$ cat config.mk
export PLATFORM = sky130hd
export DESIGN_NAME = can_rx_buffer
export DESIGN_NICKNAME = d
export VERILOG_FILES = /design/src/rtl/can_rx_buffer_pkg.sv /design/src/rtl/can_rx_filter.sv /design/src/rtl/can_rx_buffer.sv
export SDC_FILE = /design/constraint.sdc
export NUM_CORES = 1
export LEC_CHECK = 0
export BUFFER_PORTS_ARGS = -buffer_cell sky130_fd_sc_hd__buf_2
export CAP_MARGIN = 20
export CORE_MARGIN = 2
export CORE_UTILIZATION = 40
export DETAILED_ROUTE_END_ITERATION = 7
export GPL_TIMING_DRIVEN = 0
export PLACE_DENSITY = 0.67
export SLEW_MARGIN = 0
export SYNTH_ARGS = -nofsm -noshare
export SYNTH_HDL_FRONTEND = slang
export SYNTH_HIERARCHICAL = 1
export SYNTH_SLANG_ARGS = --single-unit
$ cat constraint.sdc
create_clock -name clk -period 14.4 [get_ports clk]
set_clock_uncertainty 0.2 [all_clocks]
set_input_delay 2.88 -clock clk [delete_from_list [all_inputs] [get_ports clk]]
set_output_delay 2.88 -clock clk [all_outputs]
set_load 0.02 [all_outputs]
$ cat src/rtl/can_rx_buffer_pkg.sv
// Shared types and constants for the CAN receive frame store.
package can_rx_buffer_pkg;

    localparam int unsigned CAN_MAX_DLC = 8;

    // Stored frame; occupancy lives in the FIFO count, so there is no valid bit
    typedef struct packed {
        logic [10:0]     id;
        logic [3:0]      dlc;
        logic [7:0][7:0] data;
    } rx_frame_t;

    // Clamp DLC to 8 and zero payload bytes at or beyond the clamped length
    function automatic rx_frame_t make_rx_frame(input logic [10:0]     id,
                                                input logic [3:0]      dlc,
                                                input logic [7:0][7:0] data);
        rx_frame_t f;
        f.id   = id;
        f.dlc  = (dlc > 4'(CAN_MAX_DLC)) ? 4'(CAN_MAX_DLC) : dlc;
        f.data = '0;
        for (int i = 0; i < CAN_MAX_DLC; i++) begin
            if (4'(i) < f.dlc) begin
                f.data[i] = data[i];
            end
        end
        return f;
    endfunction

endpackage

$ cat src/rtl/can_rx_filter.sv
// Combinational standard-ID acceptance filter: a mask bit of 1 forces that ID bit to match.
module can_rx_filter (
    input  logic [10:0] rx_id,
    input  logic [10:0] acc_code,
    input  logic [10:0] acc_mask,
    output logic        pass
);

    assign pass = (((rx_id ^ acc_code) & acc_mask) == 11'd0);

endmodule

$ cat src/rtl/can_rx_buffer.sv
// CAN receive frame store: acceptance filter in front of an N-deep first-word fall-through FIFO
// with sticky overrun flag and saturating drop counter.
// Optional feature macro: CAN_RX_FILTER_EN (undefined: every rx_valid frame is accepted).
module can_rx_buffer
    import can_rx_buffer_pkg::*;
#(
    parameter  int unsigned N     = 8,
    localparam int unsigned CNT_W = $clog2(N + 1)
) (
    input  logic             clk,
    input  logic             rst,
    input  logic             rx_valid,
    input  logic [10:0]      rx_id,
    input  logic [3:0]       rx_dlc,
    input  logic [7:0][7:0]  rx_data,
    input  logic [10:0]      acc_code,
    input  logic [10:0]      acc_mask,
    input  logic             rd_en,
    output logic             rd_valid,
    output logic [10:0]      rd_id,
    output logic [3:0]       rd_dlc,
    output logic [7:0][7:0]  rd_data,
    output logic [CNT_W-1:0] count,
    output logic             full,
    output logic             empty,
    output logic             overrun,
    input  logic             ovr_clr,
    output logic [7:0]       drop_cnt
);

    localparam int unsigned PTR_W = $clog2(N);

    rx_frame_t        mem [N];
    logic [PTR_W-1:0] wr_ptr_q, rd_ptr_q;
    logic [CNT_W-1:0] count_q;
    logic             overrun_q;
    logic [7:0]       drop_cnt_q;

    logic      filter_pass;
    logic      accept, push, pop, drop;
    rx_frame_t wr_frame, head;

`ifdef CAN_RX_FILTER_EN
    can_rx_filter u_filter (
        .rx_id    (rx_id),
        .acc_code (acc_code),
        .acc_mask (acc_mask),
        .pass     (filter_pass)
    );
`else
    logic unused_acc;
    assign unused_acc  = ^{acc_code, acc_mask};
    assign filter_pass = 1'b1;
`endif

    assign full   = (count_q == CNT_W'(N));
    assign empty  = (count_q == '0);
    assign accept = rx_valid & filter_pass;
    assign pop    = rd_en & ~empty;
    // A pop in the same cycle frees a slot even when full
    assign push   = accept & (~full | pop);
    assign drop   = accept & full & ~pop;

    assign wr_frame = make_rx_frame(rx_id, rx_dlc, rx_data);
    assign head     = mem[rd_ptr_q];

    // Frame storage, deliberately not reset
    always_ff @(posedge clk) begin
        if (!rst && push) begin
            mem[wr_ptr_q] <= wr_frame;
        end
    end

    // Pointers and occupancy
    always_ff @(posedge clk) begin
        if (rst) begin
            wr_ptr_q <= '0;
            rd_ptr_q <= '0;
            count_q  <= '0;
        end else begin
            if (push) wr_ptr_q <= wr_ptr_q + PTR_W'(1);
            if (pop)  rd_ptr_q <= rd_ptr_q + PTR_W'(1);
            if (push && !pop)      count_q <= count_q + CNT_W'(1);
            else if (pop && !push) count_q <= count_q - CNT_W'(1);
        end
    end

    // Overrun flag and drop counter; a drop takes priority over a coincident clear
    always_ff @(posedge clk) begin
        if (rst) begin
            overrun_q  <= 1'b0;
            drop_cnt_q <= '0;
        end else if (drop) begin
            overrun_q <= 1'b1;
            if (ovr_clr)                drop_cnt_q <= 8'd1;
            else if (drop_cnt_q != '1)  drop_cnt_q <= drop_cnt_q + 8'd1;
        end else if (ovr_clr) begin
            overrun_q  <= 1'b0;
            drop_cnt_q <= '0;
        end
    end

    // Read port is gated so stale storage never shows while empty
    always_comb begin
        rd_valid = ~empty;
        rd_id    = '0;
        rd_dlc   = '0;
        rd_data  = '0;
        if (rd_valid) begin
            rd_id   = head.id;
            rd_dlc  = head.dlc;
            rd_data = head.data;
        end
    end

    assign count    = count_q;
    assign overrun  = overrun_q;
    assign drop_cnt = drop_cnt_q;

endmodule

==> metrics.txt <==
initial antenna violation count 5; Post-synth EDFFs 632; Fillers 5,147; DR pass1 iterations 5; Max IR drop VDD 88.1 uV; Area Growth Syn to Fin 19.8%; Post-Route WL 56,700 um; fin nets 1,642; met1 WL 24,200 um; Worst path most repeated cell clkbuf_1; final critical-path share of the clock period 0.455; crit-path max FO 10; crit path time final 6.55 ns; multiplexer area fraction after synthesis 0.172; clock share of power 0.337; Adder-Cell Fraction of Synth Area 0.00374; Seq/Total Area, Yosys 0.763; arrival time at the worst endpoint 3.47 ns; WP data required 11.32 ns; CTS Buffer Depth 3; first-pass GRT wire length 83,800 um; Sequential cell area 19,400 um^2; # hold bufs at CTS 0; DIE WIDTH 256 um; status finished, final reports clean; CTS tree built; Synth Area in Simple Gates 0.0399; kind of critical path flop to primary output; PwrDens 172 nW/um^2; PortBufs 176; slowest CP cell clkbuf_1; Clock Sink Count 654; Synth Register Bits 654; Synth Warn # 6; setup TNS after final layout 0 ns; vias in the first global route 13,200; post-DR wirelength/cell 23.3 um; Yosys top cell by area edfxtp_1; startpoint type of the worst setup path flop; H-tree Lvls 3; Post-Syn Area per Cell 21.0 um^2; Post CTS Setup Buffer Count 0; total gr overflow 0; post-synthesis xor/xnor area fraction 0.00241; worst-skew pair later-pin latency 0.61 ns; initial DRC count 975; Die H 256 um; antenna viol nets, final 0; Post-Syn Area 25,500 um^2; Psw 1.51 mW; core footprint 63,000 um^2; Main synth FF type edfxtp_1; post-synthesis compound-gate area fraction 0.00727; asr flop ratio synth 0; critical path, cell by cell clkbuf_1 > clkbuf_1 > buf_1 > mux4_2 > mux2i_1 > nor2_1 > buf_2; # IOs 201; Final Hold Fails 0; Switching Fraction 0.288; area of the multi-input gates 5810 um^2; Max-Cap Viols 0; syn nets 1,324; Hold Crit Class flop to flop; cell family with most CP delay buffers and inverters; Mapped Cells 1,211; fraction of layout cells with a size suffix above 1 0.340; Starting Density 0.404; via density per instance 5.20; count leader, synth edfxtp_1; Combinational Power Share 0.250; CP bufs+invs 4; drt drc 0; CTS clk-pin slew, worst paths 0.06 ns; area share of the largest cell type after synthesis 0.746; final core occ 0.485; total die area 65,700 um^2; Slew Viols, Final 0; detailed placement HPWL 37,700 um; DR top layer met4; Vias 12,600; largest net degree at the start of global routing 26; share of power burned in registers 0.413; DR WL met2 28,400 um; Pint 3.73 mW; TritonCTS buffer count 70; largest family of logic cells by synthesized area multiplexers; most common library cells after synthesis 632 x edfxtp_1, 158 x mux4_2, 101 x nor2_1; synth unique cells 45; Leak 9.96 nW; relative slew slack 0.335; CTS root buf clkbuf_16; top cells by area, synth edfxtp_1 75%, mux4_2 14%, mux2i_1 3.2%, dfxtp_1 1.7%, nor2b_1 1.5%; metal3 WL 2980 um; Fmax 153 MHz; row cnt 92; gpl congestion 0.711; Tightest Pin Transition 0.993 ns; Critical Path Sink Type primary output; RSZ-0062 raised after global routing no; Resized cells post-CTS 0; overall fraction of global-route tracks in use 0.173; CP max stage delay 0.65 ns; final setup violation count 0
==> metal layers <==
metal / GRT usage / vias up
met4: 0.0534 / 0
met1: 0.229 / 6646
li1: - / 5585
met5: 0 / -
met2: 0.291 / 329
met3: 0.0321 / 69
==> through the flow <==
| stage | setup WS [ns] | cells | hold slack, ns | power, mW | cell area, um^2 |
|---|---|---|---|---|---|
| after floorplan | 2.14 | 1211 | 0.254 | 3.12 | 25500 |
| after global placement | -7.18 | 2233 | 0.258 | 3.54 | 27400 |
| after detailed placement | 8.38 | 2303 | 0.271 | 3.55 | 28200 |
| after CTS | 7.72 | 2426 | 0.279 | 5.32 | 30500 |
| after global routing | 7.65 | 2427 | 0.323 | 5.46 | 30500 |
| final | 7.85 | 2428 | 0.275 | 5.24 | 30500 |
==> state kept, by name (all words and copies together) (netlist names), named ones only <==
| name | cells |
|---|---|
| mem | 632 |
| drop_cnt | 8 |
| count | 4 |
| rd_ptr_q | 3 |
| wr_ptr_q | 3 |
| overrun | 1 |
==> cells in the final DEF, fill, tap and decap left out, types with 9 or more instances in the layout <==
master	count
buf_6	27
mux2i_1	82
a21oi_1	9
buf_4	29
dfxtp_1	22
clkinv_1	16
nand2_1	10
edfxtp_1	632
nor2b_1	61
buf_2	196
clkbuf_16	70
nor2_1	98
buf_1	13
clkbuf_1	40
mux4_2	158
==> power groups by stage <==
stage	combinational, mW	clock [mW]	sequential, mW
4_1_cts	1.35	1.80	2.17
3_5_place_dp	1.35	0	2.21
6_report	1.31	1.76	2.17
3_3_place_gp	1.32	0	2.22
5_1_grt	1.43	1.87	2.17
2_1_floorplan	0.905	0	2.21
==> kinds of logic after synthesis <==
kind of cell | count (synthesis)
buf+inv | 68
mux | 241
fa+ha+maj | 7
simple gates | 207
compound gates | 27
flops | 654
xor+xnor | 7
==> worst register-to-register path: stages, from the launching register on <==
cell      delay (ns)
dfxtp_1         0.38
or4b_4          0.61
o21ai_2         0.33
inv_1           0.17
ha_1            0.22
inv_1           0.13
ha_1            0.29
a21oi_1         0.18
a211oi_1        0.09
a31oi_1         0.17
mux2_2          0.35
==> layout make-up <==
class	count	area share
Multi-Input combinational cell	489	0.190
Inverter	6	0.000902
Buffer	62	0.00857
Sequential cell	654	0.637
Tap cell	846	0.0347
Timing Repair Buffer	246	0.0548
Antenna cell	2	0.000164
Clock buffer	82	0.0589
Clock inverter	41	0.0150
==> path summary, 6_finish.rpt <==
kind | from | end | slack [ns] | cells after the start
worst max-delay path | flop | rd_data[22] | 7.85 | 7
worst min-delay path | overrun | overrun | 0.27 | 2
worst max register to register | count[0] | count[3] | 11.17 | 10
worst min register to register | overrun | overrun | 0.27 | 2
(Power assumes the default switching activity.)
